--- config.mk ---
export PLATFORM = sky130hd
export DESIGN_NAME = avmm_req_packetizer
export DESIGN_NICKNAME = d
export VERILOG_FILES = /design/src/rtl/avmm_req_packetizer.sv
export SDC_FILE = /design/constraint.sdc
export NUM_CORES = 1
export LEC_CHECK = 0
export CAP_MARGIN = 20
export CORE_MARGIN = 2
export CORE_UTILIZATION = 55
export CTS_CLUSTER_SIZE = 10
export DETAILED_ROUTE_END_ITERATION = 8
export GPL_ROUTABILITY_DRIVEN = 0
export PLACE_DENSITY = 0.83
export SLEW_MARGIN = 5
export SYNTH_ARGS = -nofsm -noshare
export SYNTH_HDL_FRONTEND = slang
export SYNTH_SLANG_ARGS = --single-unit
--- constraint.sdc ---
create_clock -name clk -period 4.43 [get_ports clk]
set_input_delay 0.443 -clock clk [delete_from_list [all_inputs] [get_ports clk]]
set_output_delay 0.443 -clock clk [all_outputs]
set_load 0.05 [all_outputs]
--- src/rtl/avmm_req_packetizer.sv ---
// Avalon-MM command packetizer: header + write payload serialised onto an OUT_W-bit valid/ready stream.
// Optional trailer parity beat when PKT_PARITY_EN is defined.
module avmm_req_packetizer #(
  parameter int ADDR_W    = 24,
  parameter int BCNT_W    = 5,
  parameter int OUT_W     = 8,
  parameter int MAX_BURST = 16
) (
  input  logic              clk,
  input  logic              rst,
  input  logic [ADDR_W-1:0] avs_address,
  input  logic              avs_read,
  input  logic              avs_write,
  input  logic [31:0]       avs_writedata,
  input  logic [3:0]        avs_byteenable,
  input  logic [BCNT_W-1:0] avs_burstcount,
  output logic              avs_waitrequest,
  output logic              out_valid,
  input  logic              out_ready,
  output logic [OUT_W-1:0]  out_data,
  output logic              out_last,
  output logic              err
);

  localparam int HDR_W     = 2 + ADDR_W + BCNT_W;
  localparam int HDR_BEATS = (HDR_W + OUT_W - 1) / OUT_W;
  localparam int HDR_BITS  = HDR_BEATS * OUT_W;
  localparam int SLICES    = 32 / OUT_W;
  localparam int BC_W      = $clog2(HDR_BEATS + 1);
  localparam int SC_W      = $clog2(SLICES + 1);

`ifdef PKT_PARITY_EN
  localparam bit PAR_EN = 1'b1;
`else
  localparam bit PAR_EN = 1'b0;
`endif

  typedef enum logic [2:0] {
    IDLE,
    HDR,
    DATA,
    FETCH
`ifdef PKT_PARITY_EN
    , PAR
`endif
  } state_t;

  state_t              state_reg;
  logic [HDR_BITS-1:0] hdr_sr_reg;
  logic [31:0]         word_buf_reg;
  logic [BC_W-1:0]     beat_cnt_reg;
  logic [SC_W-1:0]     slice_cnt_reg;
  logic [BCNT_W-1:0]   words_left_reg;
  logic                is_write_reg;
  logic [OUT_W-1:0]    par_acc_reg;

  logic [BCNT_W-1:0]   bc_eff;
  logic [BCNT_W-1:0]   bc_clamped;
  logic                bc_over;
  logic                is_burst;
  logic [BCNT_W-1:0]   field;
  logic [HDR_BITS-1:0] hdr_new;
  logic [HDR_BITS-1:0] hdr_shift;
  logic [31:0]         word_shift;
  logic                beat_take;

  // Header assembly from the live command; burstcount 0 means a single word.
  always_comb begin
    bc_eff     = (avs_burstcount == '0) ? BCNT_W'(1) : avs_burstcount;
    bc_over    = avs_burstcount > BCNT_W'(MAX_BURST);
    bc_clamped = bc_over ? BCNT_W'(MAX_BURST) : bc_eff;
    is_burst   = bc_clamped > BCNT_W'(1);
    field      = is_burst ? bc_clamped : BCNT_W'(avs_byteenable);
    hdr_new    = '0;
    hdr_new[0] = avs_write;
    hdr_new[1] = is_burst;
    hdr_new[ADDR_W+1:2] = avs_address;
    hdr_new[ADDR_W+2 +: BCNT_W] = field;
  end

  assign hdr_shift  = hdr_sr_reg >> OUT_W;
  assign word_shift = word_buf_reg >> OUT_W;
  assign beat_take  = out_valid & out_ready;

  always_ff @(posedge clk or posedge rst) begin
    if (rst) begin
      state_reg       <= IDLE;
      out_valid       <= 1'b0;
      out_data        <= '0;
      out_last        <= 1'b0;
      err             <= 1'b0;
      avs_waitrequest <= 1'b1;
      hdr_sr_reg      <= '0;
      word_buf_reg    <= '0;
      beat_cnt_reg    <= '0;
      slice_cnt_reg   <= '0;
      words_left_reg  <= '0;
      is_write_reg    <= 1'b0;
      par_acc_reg     <= '0;
    end else begin
      case (state_reg)
        IDLE: begin
          // Waitrequest is still high for the first cycle after reset; only accept once it is low.
          avs_waitrequest <= 1'b0;
          par_acc_reg     <= '0;
          if (!avs_waitrequest && (avs_read || avs_write)) begin
            if ((avs_read && avs_write) || bc_over) err <= 1'b1;
            is_write_reg    <= avs_write;
            hdr_sr_reg      <= hdr_new;
            word_buf_reg    <= avs_writedata;
            words_left_reg  <= avs_write ? bc_clamped : '0;
            beat_cnt_reg    <= '0;
            slice_cnt_reg   <= '0;
            out_valid       <= 1'b1;
            out_data        <= hdr_new[OUT_W-1:0];
            out_last        <= (HDR_BEATS == 1) && !avs_write && !PAR_EN;
            avs_waitrequest <= 1'b1;
            state_reg       <= HDR;
          end
        end

        HDR: begin
          if (beat_take) begin
            par_acc_reg <= par_acc_reg ^ out_data;
            if (beat_cnt_reg == BC_W'(HDR_BEATS - 1)) begin
              if (is_write_reg) begin
                out_data  <= word_buf_reg[OUT_W-1:0];
                out_last  <= (SLICES == 1) && (words_left_reg == BCNT_W'(1)) && !PAR_EN;
                state_reg <= DATA;
              end else begin
`ifdef PKT_PARITY_EN
                out_data  <= par_acc_reg ^ out_data;
                out_last  <= 1'b1;
                state_reg <= PAR;
`else
                out_valid       <= 1'b0;
                out_data        <= '0;
                out_last        <= 1'b0;
                avs_waitrequest <= 1'b0;
                state_reg       <= IDLE;
`endif
              end
            end else begin
              beat_cnt_reg <= beat_cnt_reg + 1'b1;
              hdr_sr_reg   <= hdr_shift;
              out_data     <= hdr_shift[OUT_W-1:0];
              out_last     <= (BC_W'(beat_cnt_reg + 1'b1) == BC_W'(HDR_BEATS - 1))
                              && !is_write_reg && !PAR_EN;
            end
          end
        end

        DATA: begin
          if (beat_take) begin
            par_acc_reg <= par_acc_reg ^ out_data;
            if (slice_cnt_reg == SC_W'(SLICES - 1)) begin
              slice_cnt_reg  <= '0;
              words_left_reg <= words_left_reg - 1'b1;
              if (words_left_reg != BCNT_W'(1)) begin
                out_valid       <= 1'b0;
                out_data        <= '0;
                out_last        <= 1'b0;
                avs_waitrequest <= 1'b0;
                state_reg       <= FETCH;
              end else begin
`ifdef PKT_PARITY_EN
                out_data  <= par_acc_reg ^ out_data;
                out_last  <= 1'b1;
                state_reg <= PAR;
`else
                out_valid       <= 1'b0;
                out_data        <= '0;
                out_last        <= 1'b0;
                avs_waitrequest <= 1'b0;
                state_reg       <= IDLE;
`endif
              end
            end else begin
              slice_cnt_reg <= slice_cnt_reg + 1'b1;
              word_buf_reg  <= word_shift;
              out_data      <= word_shift[OUT_W-1:0];
              out_last      <= (SC_W'(slice_cnt_reg + 1'b1) == SC_W'(SLICES - 1))
                               && (words_left_reg == BCNT_W'(1)) && !PAR_EN;
            end
          end
        end

        FETCH: begin
          // A read here is a protocol violation: flag it and keep waiting for write data.
          if (avs_read) err <= 1'b1;
          if (avs_write) begin
            word_buf_reg    <= avs_writedata;
            out_valid       <= 1'b1;
            out_data        <= avs_writedata[OUT_W-1:0];
            out_last        <= (SLICES == 1) && (words_left_reg == BCNT_W'(1)) && !PAR_EN;
            avs_waitrequest <= 1'b1;
            state_reg       <= DATA;
          end
        end

`ifdef PKT_PARITY_EN
        PAR: begin
          if (beat_take) begin
            out_valid       <= 1'b0;
            out_data        <= '0;
            out_last        <= 1'b0;
            par_acc_reg     <= '0;
            avs_waitrequest <= 1'b0;
            state_reg       <= IDLE;
          end
        end
`endif

        default: begin
          out_valid       <= 1'b0;
          out_last        <= 1'b0;
          avs_waitrequest <= 1'b0;
          state_reg       <= IDLE;
        end
      endcase
    end
  end

endmodule

==> results of run 1 <==
cell families (layout without fill, tap and decap cells):
| group | Yosys count | in the layout | synth area share [%] |
|---|---|---|---|
| and+or+nand+nor | 69 | 69 | 8.936 |
| muxes | 99 | 99 | 25.16 |
| DFF | 81 | 81 | 44.57 |
| adders and majority gates | 13 | 13 | 3.574 |
| AOI/OAI and AO/OA | 80 | 80 | 13.31 |
| buffers and inverters | 41 | 122 | 4.454 |
Yosys cell counts, drive strengths merged, types with 3 or more instances:
cell     count
a221oi       8
a21oi       14
nor2b       26
clkbuf       9
buf         13
a31oi        3
inv         19
o2bb2ai      7
nor2         6
ha          13
and3         7
a32oi        4
nor4         3
a22o         6
dfrtp       80
nand2        9
nand3        6
mux2i        3
o21ai       21
mux2        96
layout by cell type, fill, tap and decap left out, drive strengths merged, types with 3 or more instances in the layout:
cell type / n
mux2: 96
clkdlybuf4s50: 81
dfrtp: 80
nor2b: 26
o21ai: 21
inv: 20
a21oi: 14
ha: 13
nand2: 9
clkbuf: 9
a221oi: 8
o2bb2ai: 7
and3: 7
nor2: 6
a22o: 6
nand3: 6
buf: 6
a32oi: 4
mux2i: 3
a31oi: 3
clkinvlp: 3
clkinv: 3
nor4: 3
final timing paths:
| kind | startpoint | endpoint | slack [ps] | cells after the start |
|---|---|---|---|---|
| min reg2reg | err | err | 480 | 1 |
| min | err | err | 480 | 1 |
| max in group asynchronous | rst | hdr_sr_reg[10] | 2940 | 3 |
| max reg2reg | beat_cnt_reg[0] | hdr_sr_reg[14] | 1730 | 7 |
| min in group asynchronous | rst | word_buf_reg[28] | 540 | 2 |
| max | beat_cnt_reg[0] | hdr_sr_reg[14] | 1730 | 7 |
routing by layer:
layer  routed length, um  up-vias
met5                   0        -
met1                4430     1678
met4                 242        0
met3                 464       25
li1                    -     1555
met2                5572      117
cell type report:
type                       count  share of cell area, %
multi-input combinational    261                  41.23
sequential                    81                  35.84
timing repair buffer          87                  16.18
tap                          105                  2.321
clock buffer                   9                  2.189
inverter                      19                  1.282
clock inverter                 7                 0.9507
stage by stage:
| step | std cells | worst slack (ps) | hold slack [ps] | area (um2) | power (W) |
|---|---|---|---|---|---|
| 4_1_cts | 564 | 1133 | 487.3 | 5562 | 0.003926 |
| 5_1_grt | 569 | 1555 | 506.1 | 5659 | 0.004291 |
| 2_1_floorplan | 383 | 1909 | 450.7 | 4551 | 0.002955 |
| 6_report | 569 | 1727 | 478.3 | 5659 | 0.004042 |
| 3_5_place_dp | 548 | 1167 | 468.1 | 5384 | 0.003416 |
| 3_3_place_gp | 548 | 1326 | 456.1 | 5384 | 0.003322 |
power groups by stage:
stage / Sequential, W / Clock [W] / Combinational [W]
6_report: 0.00133 / 0.000494 / 0.00222
5_1_grt: 0.00137 / 0.000543 / 0.00238
4_1_cts: 0.00132 / 0.000505 / 0.00210
3_5_place_dp: 0.00133 / 0 / 0.00209
3_3_place_gp: 0.00131 / 0 / 0.00201
2_1_floorplan: 0.00140 / 0 / 0.00156
critical path, stage by stage, from the launching register on:
cell	delay (ps)
dfrtp_1	410
ha_1	170
ha_1	510
nor2b_2	150
a32oi_1	280
o22a_1	470
buf_16	220
mux2_2	350
==> metrics, run 1 <==
run status=completed; Syn Std Cell Area=4551 um2; Lkg Pwr=2.372 nW; final core occ=69.57%; mean cell area of the mapped netlist=11.88 um2; Post-synth EDFFs=0; PortBufs=81; maxcap violations=0; CP endpoint kind=flop; CTS Hold Bufs=0; Layout area overhead=24.36%; sequential fraction of the synthesis area=44.57%; hold crit path type=flop to flop; latest clock arrival within the worst-skew pair=360 ps; Worst EP required=4670 ps; Critical Path AT=2950 ps; die width=94.96 um; Reg power frac=32.9%; die area=9017 um2; largest net degree at the start of global routing=51; fmax=369.9 MHz; GRT Max-Usage Layer=met2; pwr dens=714.2 nW/um2; Post-CTS Resized=0; HPWL Detailed=7448 um; worst-path fanout max=18; max-slew violation count=0; hold violation total from the final report=0; Clk pwr share=12.2%; asr flop ratio synth=100.0%; Yosys top cell by area=dfrtp_1; endpoints failing setup=0; 1st-iter DRT viols=296; area of the multi-input gates=2333 um2; antenna violations before repair=0; CTS sink cnt=81; share of cells above drive strength 1=26.72%; Pre-antenna DRT Iters=4; CTS root buffer=clkbuf_8; worst relative slew slack=36.66%; internal cell power=0.002444 W; CTS tree=yes; H-Tree Depth=3; Synth cell types=53; DRC viols=0; first-pass GRT wire length=17490 um; Syn Inst Count=383; cts bufs inserted=9; IR drop worst, VDD=434.8 uV; Synth Flop Type=dfrtp_1; top cell type's share of synthesized area=43.99%; Mapped Nets=466; WL/cell=18.82 um; vias in the first global route=3653; DRT antenna net count=0; via count=3375; FF/Latch Area=2028 um2; clock buffer depth=2; starting density of the core=55.95%; grt met3 use=3.831%; n_diodes=0; total negative setup slack=0 ps; grt met2 use=44.15%; Nets=542; switching power=0.001598 W; Core ar.=8134 um2; fillers=580; Die Span Y=94.96 um; Slew @ Worst Pin=948.1 ps; critical path launch point type=flop; Tcrit/Tclk final=61.03%; Worst Skew=13.49 ps; postcts setup bufs=0; YS warnings=0; critical path type=flop to flop; Largest register FFs=32; Reg clk slew, reported paths=90 ps; Yosys reg bits=81; row count=33; GRT overflow=0; num ports=82; global-route usage over all layers=25.39%; GR met1 Demand/Resource=31.16%; Logic pwr share=54.9%; sw frac=39.55%; ranking of synthesized cells by area=dfrtp_1 (44%), mux2_2 (20%), ha_1 (3.6%), nor2b_1 (3.4%), mux2_4 (3.0%); DR vias/cell=5.931; minimum clock period=2703 ps; final wirelength=10710 um; RSZ-0062 raised after global routing=no
No activity file was read; power rests on OpenSTA's default activity.
==> inputs of run 2 (changes only) <==
--- a/config.mk
+++ b/config.mk
@@ -7,11 +7,11 @@
 export LEC_CHECK = 0
 export CAP_MARGIN = 20
 export CORE_MARGIN = 2
-export CORE_UTILIZATION = 55
+export CORE_UTILIZATION = 53
 export CTS_CLUSTER_SIZE = 10
 export DETAILED_ROUTE_END_ITERATION = 8
 export GPL_ROUTABILITY_DRIVEN = 0
-export PLACE_DENSITY = 0.83
+export PLACE_DENSITY = 0.8
 export SLEW_MARGIN = 5
 export SYNTH_ARGS = -nofsm -noshare
 export SYNTH_HDL_FRONTEND = slang
==> constraint.sdc (replaced) <==
create_clock -name clk -period 2.63 [get_ports clk]
set_input_delay 0.263 -clock clk [delete_from_list [all_inputs] [get_ports clk]]
set_output_delay 0.263 -clock clk [all_outputs]
set_load 0.05 [all_outputs]
==> metrics, run 2 (synthesized netlist as in run 1, its figures left out) <==
die area=9343 um2 (+3.6%); hold violation total from the final report=0 (unchanged); grt met3 use=3.974% (+0.14 points); starting density of the core=55.11% (-0.84 points); Worst path max stage delay=590 ps (+80 ps); Die Span Y=96.66 um (+1.8%); area of the multi-input gates=2333 um2 (unchanged); CTS sink cnt=81 (unchanged); DRC viols=0 (unchanged); HPWL Detailed=7524 um (+1.0%); H-Tree Depth=3 (unchanged); worst-path fanout max=13 (-5); FF/Latch Area=2028 um2 (unchanged); grt met2 use=39.48% (-4.7 points); PortBufs=81 (unchanged); DR vias/cell=5.828 (-1.7%); worst reg-to-reg setup slack=330 ps (-1400 ps); global-route usage over all layers=23.67% (-1.7 points); Lkg Pwr=2.408 nW (+1.6%); maxcap violations=0 (unchanged); Critical R2R Launch=state_reg[1]; CTS root buffer=clkbuf_8; Largest register FFs=32 (unchanged); 1st-iter DRT viols=138 (-53%); worst hold margin=162.2 ps (-316.1 ps); max-slew violation count=0 (unchanged); n_diodes=0 (unchanged); worst relative slew slack=54.85% (+18 points); crit-path cells=ha_1, nor2b_1, a211oi_4, o41ai_4, buf_4, mux2_2; GRT Max-Usage Layer=met2; clock buffer depth=2 (unchanged); postcts setup bufs=0 (unchanged); via count=3351 (-0.71%); Worst EP required=2870 ps (-1800 ps); run status=completed; die width=96.66 um (+1.8%); Critical Path AT=2540 ps (-410 ps); first-pass GRT wire length=18020 um (+3.0%); DRT antenna net count=0 (unchanged); num ports=82 (unchanged); Layout area overhead=24.91%; Nets=549 (+1.3%); vias in the first global route=3581 (-2.0%); IR drop worst, VDD=806.9 uV (+86%); Reg clk slew, reported paths=90 ps (about the same); latest clock arrival within the worst-skew pair=350 ps (about the same); row count=33 (unchanged); Tcrit/Tclk final=87.52% (+26 points); WL/cell=18.32 um (-2.7%); GRT overflow=0 (unchanged); CP endpoint kind=flop; pwr dens=1191 nW/um2 (+67%); Worst Skew=8.755 ps (-4.734 ps); endpoints failing setup=0 (unchanged); RR Endpoint=out_data[1]; most frequent cells in the layout=clkdlybuf4s50_1 (81), dfrtp_1 (80), mux2_2 (79); GR met1 Demand/Resource=31.74% (+0.58 points); most common cell after layout, fill and taps aside=clkdlybuf4s50_1; share of cells above drive strength 1=27.45% (+0.72 points); critical path type=flop to flop; antenna violations before repair=0 (unchanged); CTS Hold Bufs=0 (unchanged); minimum clock period=2302 ps (-401.6 ps); Core ar.=8258 um2 (+1.5%); critical path launch point type=flop; Slew @ Worst Pin=672.1 ps (-276.0 ps); slowest CP cell=ha_1; hold crit path type=input port to async pin; FF-to-FF path depth=6 (-1); Post-CTS Resized=0 (unchanged); CTS tree=yes; largest net degree at the start of global routing=47 (-7.8%); final wirelength=10530 um (-1.7%); total negative setup slack=0 ps (unchanged); fillers=655 (+13%); RSZ-0062 raised after global routing=no; cts bufs inserted=9 (unchanged); Pre-antenna DRT Iters=4 (unchanged); fmax=434.4 MHz (+17%)
==> run 2: changes by cell type in the layout (fill, tap and decap cells not counted), sizes merged <==
cell	delta
bufinv	+1
clkinvlp	-3
clkbuf	+1
clkinv	+2
inv	-2
buf	+7
==> run 2: metal layers <==
layer	share of wire, %	wire [um]
met1	43	4536
met2	51	5403
met3	4.3	450
met4	1.3	142
met5	0	0
==> run 2: critical path, delay by kind of cell (launching register included) <==
kind | cells | cell delay, ps
and+or+nand+nor | 1 | 420
muxes | 1 | 350
buffers and inverters | 1 | 240
AOI/OAI and AO/OA | 2 | 170
adders and majority gates | 1 | 590
DFF | 1 | 420
==> run 2: per-stage QoR <==
stage                     power, W  cell area, um2  utilization [%]  setup WS [ps]  cells
after floorplan           0.004978            4551                -          288.6    383
after global placement    0.005746            5499            66.59          442.3    560
after detailed placement  0.005875            5499            66.59          397.6    560
after CTS                 0.006793            5684            68.83          356.0    575
after global routing      0.007224            5684            68.83          238.4    575
final                     0.006771            5684            68.83          328.1    575
==> run 2: cell type report <==
type                            instances  area share, %
Multi-Input combinational cell        261          41.05
Inverter                               19          1.277
Tap cell                              105          2.311
Clock inverter                          5          1.013
Clock buffer                           10          2.245
Timing Repair Buffer                   94          16.42
Sequential cell                        81          35.68
==> run 2: how the worst max path moves through the flow <==
| stage | endpoint | slack (ps) | startpoint |
|---|---|---|---|
| 2_1_floorplan | beat_cnt_reg[0] | 290 | rst |
| 3_3_place_gp | hdr_sr_reg[23] | 440 | state_reg[1] |
| 3_5_place_dp | hdr_sr_reg[23] | 400 | state_reg[1] |
| 4_1_cts | out_data[1] | 360 | state_reg[1] |
| 5_1_grt | hdr_sr_reg[23] | 240 | state_reg[1] |
| 6_report | out_data[1] | 330 | state_reg[1] |
==> run 2: report_power, final <==
group          internal, W  switching [W]  total, W
logic              0.00188        0.00176   0.00365
registers          0.00184       0.000386   0.00223
clock network     0.000434       0.000460  0.000894
==> inputs of run 3 (changes only) <==
--- a/config.mk
+++ b/config.mk
@@ -6,12 +6,14 @@
 export NUM_CORES = 1
 export LEC_CHECK = 0
 export CAP_MARGIN = 20
+export CELL_PAD_IN_SITES_DETAIL_PLACEMENT = 1
+export CELL_PAD_IN_SITES_GLOBAL_PLACEMENT = 1
 export CORE_MARGIN = 2
-export CORE_UTILIZATION = 53
+export CORE_UTILIZATION = 42
 export CTS_CLUSTER_SIZE = 10
 export DETAILED_ROUTE_END_ITERATION = 8
 export GPL_ROUTABILITY_DRIVEN = 0
-export PLACE_DENSITY = 0.8
+export PLACE_DENSITY_LB_ADDON = 0.1
 export SLEW_MARGIN = 5
 export SYNTH_ARGS = -nofsm -noshare
 export SYNTH_HDL_FRONTEND = slang
==> metrics, run 3 (synthesized netlist as in run 1, its figures left out) <==
critical path launch point type=flop; hold crit path type=input port to async pin; placed cell area=5563 um2 (+1.2%); CTS tree=yes; Nets=550 (+0.18%); HPWL Detailed=8423 um (+12%); Worst Setup EP=word_buf_reg[20]; maxcap violations=0 (unchanged); max-slew violation count=0 (unchanged); crit-path cells=inv_1, ha_2, buf_4, buf_4, mux2_2, mux2_1; GRT overflow=0 (unchanged); clock buffer depth=2 (unchanged); total negative setup slack=0 ps (unchanged); die width=108.1 um (+12%); vias in the first global route=3448 (-3.7%); pwr dens=1193 nW/um2 (+0.16%); worst relative slew slack=62.77% (+7.9 points); Worst path most repeated cell=buf_4; fillers=1118 (+71%); num ports=82 (unchanged); IR drop worst, VDD=556.2 uV (-31%); DR vias/cell=5.359 (-8.0%); Lkg Pwr=2.428 nW (+0.80%); PortBufs=81 (unchanged); CTS sink cnt=81 (unchanged); Reg clk slew, reported paths=90 ps (about the same); Worst Skew=14.88 ps (+6.124 ps); row count=38 (+15%); minimum clock period=2287 ps (-15.05 ps); CP Launch Point=state_reg[0]; run status=completed; hold violation total from the final report=0 (unchanged); via count=3280 (-2.1%); Core ar.=10700 um2 (+30%); worst hold margin=165.0 ps (+2.789 ps); latest clock arrival within the worst-skew pair=350 ps (about the same); FF-to-FF path depth=6 (unchanged); DRC viols=0 (unchanged); H-Tree Depth=3 (unchanged); Worst EP required=2870 ps (about the same); antenna violations before repair=0 (unchanged); Layout area overhead=26.86%; Worst path max stage delay=410 ps (-180 ps); global-route usage over all layers=20.34% (-3.3 points); n_diodes=0 (unchanged); Critical R2R Launch=state_reg[0]; CTS root buffer=clkbuf_8; CTS Hold Bufs=0 (unchanged); postcts setup bufs=0 (unchanged); worst reg-to-reg setup slack=340 ps (+20 ps); share of cells above drive strength 1=27.97% (+0.52 points); most frequent cells in the layout=clkdlybuf4s50_1 (81), dfrtp_1 (80), mux2_2 (79); slowest CP cell=dfrtp_1; RSZ-0062 raised after global routing=no; endpoints failing setup=0 (unchanged); Post-CTS Resized=0 (unchanged); cts bufs inserted=9 (unchanged); CP endpoint kind=flop; fin area=5773 um2 (+1.6%); Pre-antenna DRT Iters=4 (unchanged); Critical Path AT=2530 ps (about the same); Slew @ Worst Pin=557.2 ps (-114.9 ps); die area=11680 um2 (+25%); most common cell after layout, fill and taps aside=clkdlybuf4s50_1; largest net degree at the start of global routing=45 (-4.3%); starting density of the core=42.54% (-13 points); 1st-iter DRT viols=150 (+8.7%); RR Endpoint=word_buf_reg[20]; first-pass GRT wire length=18290 um (+1.5%); worst-path fanout max=20 (+7); DRT antenna net count=0 (unchanged); fmax=437.3 MHz (+0.66%); Largest register FFs=32 (unchanged); Tcrit/Tclk final=86.95% (-0.57 points); critical path type=flop to flop; WL/cell=18.34 um (+0.13%); final wirelength=11220 um (+6.6%); Die Span Y=108.1 um (+12%)
## run 3: cell types whose count changed in the layout (fill, tap and decap cells not counted)
| cell | before | now |
|---|---|---|
| inv_6 | 0 | 3 |
| clkbuf_1 | 1 | 0 |
| clkbuf_8 | 9 | 10 |
| buf_12 | 2 | 3 |
| clkinv_4 | 2 | 1 |
| clkinvlp_4 | 0 | 1 |
| clkinv_2 | 3 | 1 |
## run 3: final cells by class
| class | instances | area (um2) | area share (%) |
|---|---|---|---|
| Clock buffer | 10 | 137.6 | 2.384 |
| Clock inverter | 6 | 72.57 | 1.257 |
| Inverter | 19 | 72.57 | 1.257 |
| Multi-Input combinational cell | 261 | 2333 | 40.42 |
| Sequential cell | 81 | 2028 | 35.13 |
| Tap cell | 140 | 175.2 | 3.034 |
| Timing Repair Buffer | 95 | 953.4 | 16.51 |
## run 3: power by group
part	internal, W	total [W]	switching (W)
combinational	0.00190	0.00368	0.00178
sequential	0.00184	0.00225	0.000403
clock	0.000477	0.000959	0.000482
## run 3: how the worst min path moves through the flow
| stage | from | endpoint | slack, ps | cells after the start |
|---|---|---|---|---|
| floorplan | avs_address[21] | hdr_sr_reg[23] | 400 | 1 |
| global placement | word_buf_reg[29] | word_buf_reg[29] | 470 | 1 |
| detailed placement | beat_cnt_reg[2] | beat_cnt_reg[2] | 480 | 1 |
| CTS | rst | out_data[2] | 160 | 2 |
| global route | rst | word_buf_reg[27] | 170 | 2 |
| finish | rst | out_data[2] | 160 | 2 |
## run 3: through the flow
stage	setup slack (ps)	total power, W	utilization (%)	cells
5_1_grt	220.0	0.007378	53.96	612
6_report	343.2	0.006888	53.96	612
4_1_cts	325.1	0.006980	53.96	612
3_3_place_gp	406.3	0.005846	52.00	596
3_5_place_dp	338.1	0.005983	52.00	596
2_1_floorplan	288.6	0.004978	-	383
## run 3: routing by layer
| metal | routed length [um] | global-route usage, % | up-vias | part of all wire, % |
|---|---|---|---|---|
| met5 | 0 | 0 | - | 0 |
| met3 | 417 | 3.014 | 9 | 3.7 |
| met2 | 5339 | 32.61 | 66 | 48 |
| met4 | 89 | 4.945 | 0 | 0.79 |
| li1 | - | - | 1572 | - |
| met1 | 5378 | 29.10 | 1633 | 48 |
## run 3: worst max-delay path, delay by kind of cell, from the launching register on
| family | cells | cell delay (ps) |
|---|---|---|
| buf+inv | 3 | 750 |
| flops | 1 | 410 |
| mux | 2 | 630 |
| fa+ha+maj | 1 | 380 |
